File: src/rtl/sseg_pkg.sv
// sseg_pkg: shared constants, state type and helpers for the seven-segment
// scan decoder (glyph patterns are active-low, bit order g,f,e,d,c,b,a).
package sseg_pkg;

   localparam int NIB_W = 4;

   localparam logic [6:0] GLYPH_0     = 7'b1000000;
   localparam logic [6:0] GLYPH_1     = 7'b1111001;
   localparam logic [6:0] GLYPH_2     = 7'b0100100;
   localparam logic [6:0] GLYPH_3     = 7'b0110000;
   localparam logic [6:0] GLYPH_4     = 7'b0011001;
   localparam logic [6:0] GLYPH_5     = 7'b0010010;
   localparam logic [6:0] GLYPH_6     = 7'b0000010;
   localparam logic [6:0] GLYPH_7     = 7'b1111000;
   localparam logic [6:0] GLYPH_8     = 7'b0000000;
   localparam logic [6:0] GLYPH_9     = 7'b0010000;
   localparam logic [6:0] GLYPH_A     = 7'b0001000;
   localparam logic [6:0] GLYPH_B     = 7'b0000011;
   localparam logic [6:0] GLYPH_C     = 7'b1000110;
   localparam logic [6:0] GLYPH_D     = 7'b0100001;
   localparam logic [6:0] GLYPH_E     = 7'b0000110;
   localparam logic [6:0] GLYPH_F     = 7'b0001110;
   localparam logic [6:0] GLYPH_BLANK = 7'b1111111;

   typedef enum logic [0:0] {
      TRACK = 1'b0,
      HOLD  = 1'b1
   } state_t;

   // Digit index of the single active-low anode; 0 when the pattern is not one-hot-low
   function automatic logic [1:0] digit_idx(input logic [3:0] an);
      logic [1:0] idx;
      case (an)
         4'b1110: idx = 2'd0;
         4'b1101: idx = 2'd1;
         4'b1011: idx = 2'd2;
         4'b0111: idx = 2'd3;
         default: idx = 2'd0;
      endcase
      return idx;
   endfunction

   // True when exactly one anode is driven low
   function automatic logic is_onehot_low(input logic [3:0] an);
      logic ok;
      case (an)
         4'b1110, 4'b1101, 4'b1011, 4'b0111: ok = 1'b1;
         default:                            ok = 1'b0;
      endcase
      return ok;
   endfunction

endpackage

File: src/rtl/sseg_glyph_decoder.sv
// sseg_glyph_decoder: combinational map from an active-low segment pattern
// back to its hex value, flagging all-off (blank) and unknown (err) patterns.
module sseg_glyph_decoder
   import sseg_pkg::*;
(
   input  logic [6:0]       pattern,
   output logic [NIB_W-1:0] hex,
   output logic             blank,
   output logic             err
);

   // Reverse glyph lookup; anything unlisted is reported as an error with hex 0
   always_comb begin
      hex   = 4'h0;
      blank = 1'b0;
      err   = 1'b0;
      case (pattern)
         GLYPH_0:     hex = 4'h0;
         GLYPH_1:     hex = 4'h1;
         GLYPH_2:     hex = 4'h2;
         GLYPH_3:     hex = 4'h3;
         GLYPH_4:     hex = 4'h4;
         GLYPH_5:     hex = 4'h5;
         GLYPH_6:     hex = 4'h6;
         GLYPH_7:     hex = 4'h7;
         GLYPH_8:     hex = 4'h8;
         GLYPH_9:     hex = 4'h9;
         GLYPH_A:     hex = 4'hA;
         GLYPH_B:     hex = 4'hB;
         GLYPH_C:     hex = 4'hC;
         GLYPH_D:     hex = 4'hD;
         GLYPH_E:     hex = 4'hE;
         GLYPH_F:     hex = 4'hF;
         GLYPH_BLANK: blank = 1'b1;
         default:     err = 1'b1;
      endcase
   end

endmodule

File: src/rtl/sseg_scan_decoder.sv
// sseg_scan_decoder: samples a 4-digit multiplexed seven-segment bus, captures
// each digit once it has dwelt long enough, and publishes a coherent frame when
// all four digits have been seen. A stale-frame timeout drops frame_valid.
// Optional: define SSEG_SYNC_EN to place a 2-flop synchroniser on an/sseg.
module sseg_scan_decoder
   import sseg_pkg::*;
#(
   parameter int STABLE_CYCLES  = 4,
   parameter int TIMEOUT_CYCLES = 262144
) (
   input  logic        clk_amisha,
   input  logic        reset_amisha,
   input  logic [3:0]  an_amisha,
   input  logic [7:0]  sseg_amisha,
   output logic [15:0] hex_amisha,
   output logic [3:0]  dp_amisha,
   output logic [3:0]  blank_amisha,
   output logic [3:0]  err_amisha,
   output logic        frame_valid_amisha,
   output logic        frame_tick_amisha,
   output logic        timeout_amisha
);

   localparam int              ST_W    = $clog2(STABLE_CYCLES + 1);
   localparam int              TO_W    = $clog2(TIMEOUT_CYCLES + 1);
   localparam logic [ST_W-1:0] ST_MAX  = ST_W'(STABLE_CYCLES);
   localparam logic [ST_W-1:0] ST_QUAL = ST_W'(STABLE_CYCLES - 1);
   localparam logic [TO_W-1:0] TO_MAX  = TO_W'(TIMEOUT_CYCLES);
   localparam logic [TO_W-1:0] TO_LAST = TO_W'(TIMEOUT_CYCLES - 1);

   logic [11:0]            raw_s;
   logic [11:0]            sample_r;
   logic [ST_W-1:0]        stable_cnt_r;
   logic [3:0]             an_s;
   logic [7:0]             sseg_s;
   logic [NIB_W-1:0]       dec_hex_s;
   logic                   dec_blank_s;
   logic                   dec_err_s;
   logic [1:0]             idx_s;
   logic                   changed_s;
   logic                   capture_s;
   logic                   commit_s;
   logic                   to_fire_s;
   state_t                 state_r;
   state_t                 state_nx_s;
   logic [3:0]             seen_r;
   logic [3:0]             seen_nx_s;
   logic [3:0][NIB_W-1:0]  shd_hex_r;
   logic [3:0]             shd_dp_r;
   logic [3:0]             shd_blank_r;
   logic [3:0]             shd_err_r;
   logic [TO_W-1:0]        to_cnt_r;
   logic [15:0]            hex_r;
   logic [3:0]             dp_r;
   logic [3:0]             blank_r;
   logic [3:0]             err_r;
   logic                   frame_valid_r;
   logic                   frame_tick_r;
   logic                   timeout_r;

`ifdef SSEG_SYNC_EN
   logic [11:0] sync1_r;
   logic [11:0] sync2_r;

   // Two-flop synchroniser; idles at "all anodes off, all segments off"
   always_ff @(posedge clk_amisha or posedge reset_amisha) begin
      if (reset_amisha) begin
         sync1_r <= 12'hFFF;
         sync2_r <= 12'hFFF;
      end else begin
         sync1_r <= {an_amisha, sseg_amisha};
         sync2_r <= sync1_r;
      end
   end

   assign raw_s = sync2_r;
`else
   assign raw_s = {an_amisha, sseg_amisha};
`endif

   // Register the bus pair and count how many cycles it has stayed unchanged
   always_ff @(posedge clk_amisha or posedge reset_amisha) begin
      if (reset_amisha) begin
         sample_r     <= 12'hFFF;
         stable_cnt_r <= {ST_W{1'b0}};
      end else begin
         sample_r <= raw_s;
         if (raw_s != sample_r) begin
            stable_cnt_r <= {ST_W{1'b0}};
         end else if (stable_cnt_r != ST_MAX) begin
            stable_cnt_r <= stable_cnt_r + ST_W'(1);
         end else begin
            stable_cnt_r <= stable_cnt_r;
         end
      end
   end

   assign an_s      = sample_r[11:8];
   assign sseg_s    = sample_r[7:0];
   assign idx_s     = digit_idx(an_s);
   assign changed_s = (stable_cnt_r == {ST_W{1'b0}});
   assign capture_s = (state_r == TRACK) && (stable_cnt_r >= ST_QUAL) && is_onehot_low(an_s);
   assign commit_s  = (seen_r == 4'b1111);
   assign to_fire_s = !capture_s && (to_cnt_r == TO_LAST);

   sseg_glyph_decoder u_glyph (
      .pattern (sseg_s[6:0]),
      .hex     (dec_hex_s),
      .blank   (dec_blank_s),
      .err     (dec_err_s)
   );

   // Next state: capture once per dwell, re-arm as soon as the sample moves
   always_comb begin
      state_nx_s = state_r;
      case (state_r)
         TRACK: begin
            if (capture_s) state_nx_s = HOLD;
            else           state_nx_s = TRACK;
         end
         HOLD: begin
            if (changed_s) state_nx_s = TRACK;
            else           state_nx_s = HOLD;
         end
         default: state_nx_s = TRACK;
      endcase
   end

   // Seen mask: emptied on commit or staleness, then the captured digit is added
   always_comb begin
      seen_nx_s = seen_r;
      if (commit_s || to_fire_s) seen_nx_s = 4'b0000;
      else                       seen_nx_s = seen_r;
      if (capture_s) seen_nx_s = seen_nx_s | ~an_s;
      else           seen_nx_s = seen_nx_s;
   end

   // State and seen-mask registers
   always_ff @(posedge clk_amisha or posedge reset_amisha) begin
      if (reset_amisha) begin
         state_r <= TRACK;
         seen_r  <= 4'b0000;
      end else begin
         state_r <= state_nx_s;
         seen_r  <= seen_nx_s;
      end
   end

   // Shadow slots hold the latest capture of each digit until the frame commits
   always_ff @(posedge clk_amisha or posedge reset_amisha) begin
      if (reset_amisha) begin
         shd_hex_r   <= {(4*NIB_W){1'b0}};
         shd_dp_r    <= 4'b0000;
         shd_blank_r <= 4'b0000;
         shd_err_r   <= 4'b0000;
      end else if (capture_s) begin
         shd_hex_r[idx_s]   <= dec_hex_s;
         shd_dp_r[idx_s]    <= ~sseg_s[7];
         shd_blank_r[idx_s] <= dec_blank_s;
         shd_err_r[idx_s]   <= dec_err_s;
      end
   end

   // Staleness counter: restarts on capture, saturates once the timeout has fired
   always_ff @(posedge clk_amisha or posedge reset_amisha) begin
      if (reset_amisha) begin
         to_cnt_r  <= {TO_W{1'b0}};
         timeout_r <= 1'b0;
      end else if (capture_s) begin
         to_cnt_r  <= {TO_W{1'b0}};
         timeout_r <= 1'b0;
      end else begin
         if (to_cnt_r != TO_MAX) to_cnt_r <= to_cnt_r + TO_W'(1);
         if (to_fire_s)          timeout_r <= 1'b1;
      end
   end

   // Publish shadows on commit; a stale frame keeps its data but loses valid
   always_ff @(posedge clk_amisha or posedge reset_amisha) begin
      if (reset_amisha) begin
         hex_r         <= 16'h0000;
         dp_r          <= 4'b0000;
         blank_r       <= 4'b0000;
         err_r         <= 4'b0000;
         frame_valid_r <= 1'b0;
         frame_tick_r  <= 1'b0;
      end else begin
         frame_tick_r <= commit_s;
         if (commit_s) begin
            hex_r         <= shd_hex_r;
            dp_r          <= shd_dp_r;
            blank_r       <= shd_blank_r;
            err_r         <= shd_err_r;
            frame_valid_r <= 1'b1;
         end else if (to_fire_s) begin
            frame_valid_r <= 1'b0;
         end
      end
   end

   assign hex_amisha         = hex_r;
   assign dp_amisha          = dp_r;
   assign blank_amisha       = blank_r;
   assign err_amisha         = err_r;
   assign frame_valid_amisha = frame_valid_r;
   assign frame_tick_amisha  = frame_tick_r;
   assign timeout_amisha     = timeout_r;

endmodule
File: config.mk
export PLATFORM = sky130hd
export DESIGN_NAME = sseg_scan_decoder
export DESIGN_NICKNAME = d
export VERILOG_FILES = /design/src/rtl/sseg_pkg.sv /design/src/rtl/sseg_glyph_decoder.sv /design/src/rtl/sseg_scan_decoder.sv
export SDC_FILE = /design/constraint.sdc
export NUM_CORES = 1
export LEC_CHECK = 0
export BUFFER_PORTS_ARGS = -buffer_cell sky130_fd_sc_hd__buf_2
export CAP_MARGIN = 25
export CORE_MARGIN = 2
export CORE_UTILIZATION = 59
export DETAILED_ROUTE_END_ITERATION = 10
export MAX_ROUTING_LAYER = met4
export PLACE_DENSITY = 0.8
export SYNTH_ARGS = -nofsm -noshare
export SYNTH_HDL_FRONTEND = slang
export SYNTH_HIERARCHICAL = 1
export SYNTH_SLANG_ARGS = --single-unit
File: constraint.sdc
create_clock -name clk_amisha -period 3.5 [get_ports clk_amisha]
set_input_delay 0.35 -clock clk_amisha [delete_from_list [all_inputs] [get_ports clk_amisha]]
set_output_delay 0.35 -clock clk_amisha [all_outputs]
set_load 0.01 [all_outputs]
=== Yosys cells after proc, flatten, opt, wreduce, memory -nomap -nowiden ===
Cells that the tools add are included.

* Bits in writable memories: 0
* Memory bits (read-only): 0
* Bits in registers: 98
* Memories kept: 0
* Logic and storage cells: 93
* Output and inout port bits: 31
* Latch bits: 0

* $add $sub $neg: 2
* Bitwise operators: 4
* Order comparisons: 3
* Reductions and logical operators: 14
* Mux-type cells: 26
* Divide/modulo/power cells: 0
* Shift operators: 0
* Equal/unequal tests: 25
* Multipliers: 0

{| class="wikitable"
|+ Operator list
! cell !! count
|-
| $pmux 4 s15 || 1
|-
| $mux 19 || 2
|-
| $eq 7x7->1 const B || 5
|-
| $eq 7x5->1 const B || 3
|-
| $eq 7x6->1 const B || 3
|-
| $add 19x1->19 const B || 1
|-
| $eq 19x18->1 const B || 1
|-
| $ne 19x19->1 const B || 1
|-
| $reduce_or 17->1 || 1
|-
| $bwmux 16 || 1
|-
| $eq 4x4->1 const B || 4
|-
| $eq 7x2->1 const B || 2
|-
| $eq 7x4->1 const B || 2
|-
| $bwmux 4 || 3
|-
| $mux 4 || 3
|-
| $ne 12x12->1 || 1
|-
| $mux 1 || 10
|-
| $demux 4 s2 || 1
|-
| $reduce_bool 2->1 || 4
|-
| $eq 7x3->1 const B || 1
|-
| $logic_not 7->1 || 1
|-
| $mux 3 || 2
|-
| $pmux 2 s3 || 1
|-
| $eq 4x3->1 const B || 1
|-
| 15 further kinds || 19
|}

=== Longest topological paths before layout ===
* Depth in word-level cells: 10
* Depth in mapped cells: 8
* Depth with buffers taken out: 6

=== Modules after synthesis ===
The synthesis kept the hierarchy.

{| class="wikitable"
|+ Modules (own cells, without submodules)
! module !! area an instance (sq um) !! cells each !! sequential area each (sq um) !! times used
|-
| sseg_scan_decoder || 4,093.9 || 374 || 2,467.4 || 1
|-
| sseg_glyph_decoder || 374.1 || 54 || 0.0 || 1
|}

=== Worst setup path after synthesis ===
No wires, ideal clock.

* Path kind: register to register
* Start: register stable_cnt_r[0]
* End: register to_cnt_r[2]
* Setup slack: 1.394 ns
* Period minus slack after synthesis: 2.106 ns
* Stages on the path, launching flop included: 9
* Arrival time: 2.005 ns
* Path buffers: 2
* Cell sequence: dfrtp_1 -> ha_1 -> ha_1 -> a211oi_1 -> or2_2 -> buf_2 -> nor2_1 -> clkbuf_1 -> nor4_1

* Cells in the longest elaborated chain, start to end: 4
* Elaborated cells between the ends (all ways): 5
* Those cells by class: order compare (1); mux (1); reduce/logical (3)

{| class="wikitable"
|+ RTL lines
! what !! line !! RTL
|-
| start, declared || sseg_scan_decoder.sv:33 || <nowiki>logic [ST_W-1:0] stable_cnt_r;</nowiki>
|-
| start signal, assigned || sseg_scan_decoder.sv:85 || <nowiki>stable_cnt_r <= {ST_W{1'b0}};</nowiki>
|-
| start signal, assigned || sseg_scan_decoder.sv:89 || <nowiki>stable_cnt_r <= {ST_W{1'b0}};</nowiki>
|-
| start signal, assigned || sseg_scan_decoder.sv:91 || <nowiki>stable_cnt_r <= stable_cnt_r + ST_W'(1);</nowiki>
|-
| $ge 3x2->1 (*) || sseg_scan_decoder.sv:102 || <nowiki>assign capture_s = (state_r == TRACK) && (stable_cnt_r >= ST_QUAL) && is_onehot_low(an_s);</nowiki>
|-
| $logic_and 1x1->1 (*) (2 in series) || sseg_scan_decoder.sv:102 ||
|-
| $mux 19 / $reduce_bool 2->1 (equally long branches) || - ||
|-
| end signal, assigned || sseg_scan_decoder.sv:167 || <nowiki>to_cnt_r <= {TO_W{1'b0}};</nowiki>
|-
| end signal, assigned || sseg_scan_decoder.sv:170 || <nowiki>to_cnt_r <= {TO_W{1'b0}};</nowiki>
|-
| end signal, assigned || sseg_scan_decoder.sv:173 || <nowiki>if (to_cnt_r != TO_MAX) to_cnt_r <= to_cnt_r + TO_W'(1);</nowiki>
|-
| end, declared || sseg_scan_decoder.sv:52 || <nowiki>logic [TO_W-1:0] to_cnt_r;</nowiki>
|}

Mark *: on every way between the ends. The rest lies on a longest branch, timed or not.
A chain may end at the register's enable or synchronous reset.

=== Worst setup path after layout ===
Same ends and word-level chain as after synthesis.

==> impl_metrics.yaml <==
outcome:
  status: "complete, no violations"
detailed_routing:
  ant_nets: 0
  via_count: 3174
  drc: 0
  via_per_inst: 5.52
  routed_wl_mm: 8.45
  wl_per_cell_um: 14.7
  drtIter0Drc: 216
  drt_pass1_iterations: 4
setup_path:
  critPathLaunchType: "register"
  crit_path_end_kind: "register"
  reg2reg_from: "stable_cnt_r[0]"
  arrival_ns: 2.54
  path_class: "reg -> reg"
  rr_worst_depth: 7
  rr_endpoint: "to_cnt_r[2]"
  required_ns: 3.77
  cp_max_fo: 20
  ff2ff_setup_slack_ns: 1.23
clock_tree:
  cts_buffers: 9
  cts_resized: 0
  clk_path_buf_depth: 2
  cts.sinks: 98
  root_buffer: "clkbuf_8"
  cts_setup_buffers: 0
  cts_hold_buf: 0
  htreeDepth: 3
  tritoncts: "yes"
  clk_pin_slew_ns: 0.11
  worstSkewPairLatency_ns: 0.38
cells_and_area:
  diodes: 0
  area_growth_pct: 11.1
  final.fill_count: 580
  regArea_mm2: 0.00247
  stdcell_count: 575
  final_core_util_pct: 68.1
  multiInputGateArea_mm2: 0.00186
  drive_gt1_share_pct: 23.9
  fin_nets: 490
floorplanning:
  die_w_um: 91.0
  ios: 45
  die-area_mm2: 0.00828
  core-area_mm2: 0.00729
  rows: 31
  fp.dieH_um: 91.0
  start_util_pct: 61.3
grt:
  use_met3_pct: 5.39
  busiest_layer: "met2"
  met1_usage_pct: 29.0
  antenna_found_initial: 0
  first_global_vias: 3157
  grt_util_met2_pct: 37.5
  grt_pass1_wl_mm: 14.9
  grt_overflow_total: 0
  grt_usage_pct: 23.1
  grt_start_max_net_pins: 52
yosys:
  yosysSeqAreaShare_pct: 55.2
  synth_enable_flop_cells: 0
  synth_cell_types: 59
  ys_ff_latch: 98
  yosysWarningCount: 6
  synth_area_mm2: 0.00447
  synthArstFlopShare_pct: 100
  avgSynthCellArea_um2: 10.4
  syn_nets: 447
  synth_ff_type: "dfrtp_1"
  synthCells: 428
sta:
  tns_ns: 0
  slew_headroom_pct: 32.4
  finalSetupViolCount: 0
  final-hold-violation-count: 0
  rsz0062_at_grt: "false"
  slew_violations: 0
  min_period_ns: 2.27
  worst_slew_pin_slew_ns: 1.01
  period_share_pct: 65.0
  fin_worst_skew_ns: 0.0229
  max_freq_mhz: 440
flow_run:
  max_cap_viol_count: 0
min_path:
  hp-class: "in -> async"
placed_design:
  dpl.hpwl_mm: 5.97
  dp.cells: 558
  io_buffers: 44
  gp_congestion: 0.820
power_and_ir_drop:
  ir_drop_v: 0.000198
  powerDensity_mw_per_mm2: 408
  power.leakage_nw: 2.45
==> synth_stat cells (8+ instances only) <==
master    number  share of area [%]
a21oi_1       14                1.6
clkbuf_1       8               0.67
dfrtp_1       86                 48
dfstp_2       12                7.1
inv_1         14                1.2
mux2_2        24                6.0
nand2_1       98                8.2
nand3_1       13                1.5
nor2_1        26                2.2
nor3_1         9                1.0
nor4_1        10                1.4
o21ai_0        8               0.90
xnor2_1       12                2.4
xor2_1        15                2.9
==> final cells by class <==
| class | instances | area share (%) |
|---|---|---|
| Tap cell | 99 | 2.50 |
| Inverter | 15 | 1.16 |
| Clock inverter | 7 | 1.36 |
| Timing Repair Buffer | 48 | 5.29 |
| Multi-Input combinational cell | 299 | 37.5 |
| Sequential cell | 98 | 49.7 |
| Clock buffer | 9 | 2.50 |
==> state kept, by name, indices dropped and copies added, names as in the netlist <==
signal,flops
to_cnt_r,19
hex_amisha,16
shd_hex_r,16
sample_r,12
blank_amisha,4
dp_amisha,4
err_amisha,4
seen_r,4
shd_blank_r,4
shd_dp_r,4
shd_err_r,4
stable_cnt_r,3
frame_tick_amisha,1
frame_valid_amisha,1
state_r,1
timeout_amisha,1
==> logic make-up (layout without fill, tap and decap cells) <==
| logic type | after synthesis | count (layout) | synth area share [%] |
|---|---|---|---|
| AOI/OAI and AO/OA | 43 | 43 | 6.30 |
| xor gates and xnor gates | 27 | 27 | 5.29 |
| adders and majority gates | 5 | 5 | 1.40 |
| buffers and inverters | 31 | 79 | 3.14 |
| DFF | 98 | 98 | 55.2 |
| muxes | 27 | 27 | 6.72 |
| and+or+nand+nor | 197 | 197 | 21.9 |
==> worst max-delay path: stages (launching register included) <==
cell	delay, ns
dfrtp_1	0.43
ha_1	0.21
ha_1	0.18
a211oi_1	0.52
or2_2	0.28
nor2_1	0.06
buf_4	0.20
nor4_1	0.30
==> metrics by stage <==
step	setup slack [ns]	area [um^2]	power [mW]	hold WS [ns]
floorplan	0.608	4470	1.30	0.354
global placement	1.34	4760	1.34	0.450
detailed placement	1.26	4760	1.34	0.451
CTS	1.22	4960	2.04	0.0847
global route	1.07	4960	2.12	0.0769
finish	1.23	4960	2.03	0.0870
==> worst max path at each step <==
stage,from,cells after the start,slack [ns],to
after global routing,stable_cnt_r[0],7,1.07,to_cnt_r[2]
after floorplan,reset_amisha,1,0.61,blank_amisha[0]
after CTS,stable_cnt_r[0],7,1.22,to_cnt_r[2]
after detailed placement,stable_cnt_r[0],7,1.26,to_cnt_r[2]
final,stable_cnt_r[0],7,1.23,to_cnt_r[2]
after global placement,stable_cnt_r[0],7,1.34,to_cnt_r[2]
==> metal layers <==
layer / wire (um) / up-vias
met5: 0 / -
met2: 4230 / 73
met1: 3750 / 1535
met3: 322 / 15
li1: - / 1551
met4: 147 / 0
==> report_power, final <==
part,total [mW],switching (mW),leakage [nW],internal (mW)
sequential,1.21,0.0441,1.32,1.16
combinational,0.109,0.0615,1.04,0.0473
clock,0.710,0.430,0.0962,0.280
==> cell usage in the layout (no fill, tap or decap), drive strengths merged, types with 13 or more instances in the layout <==
cell type,instances
nand2,98
dfrtp,86
buf,47
nor2,26
mux2,24
inv,19
xor2,15
a21oi,14
nand3,13
Note: power is estimated with default switching activity, not from simulation.
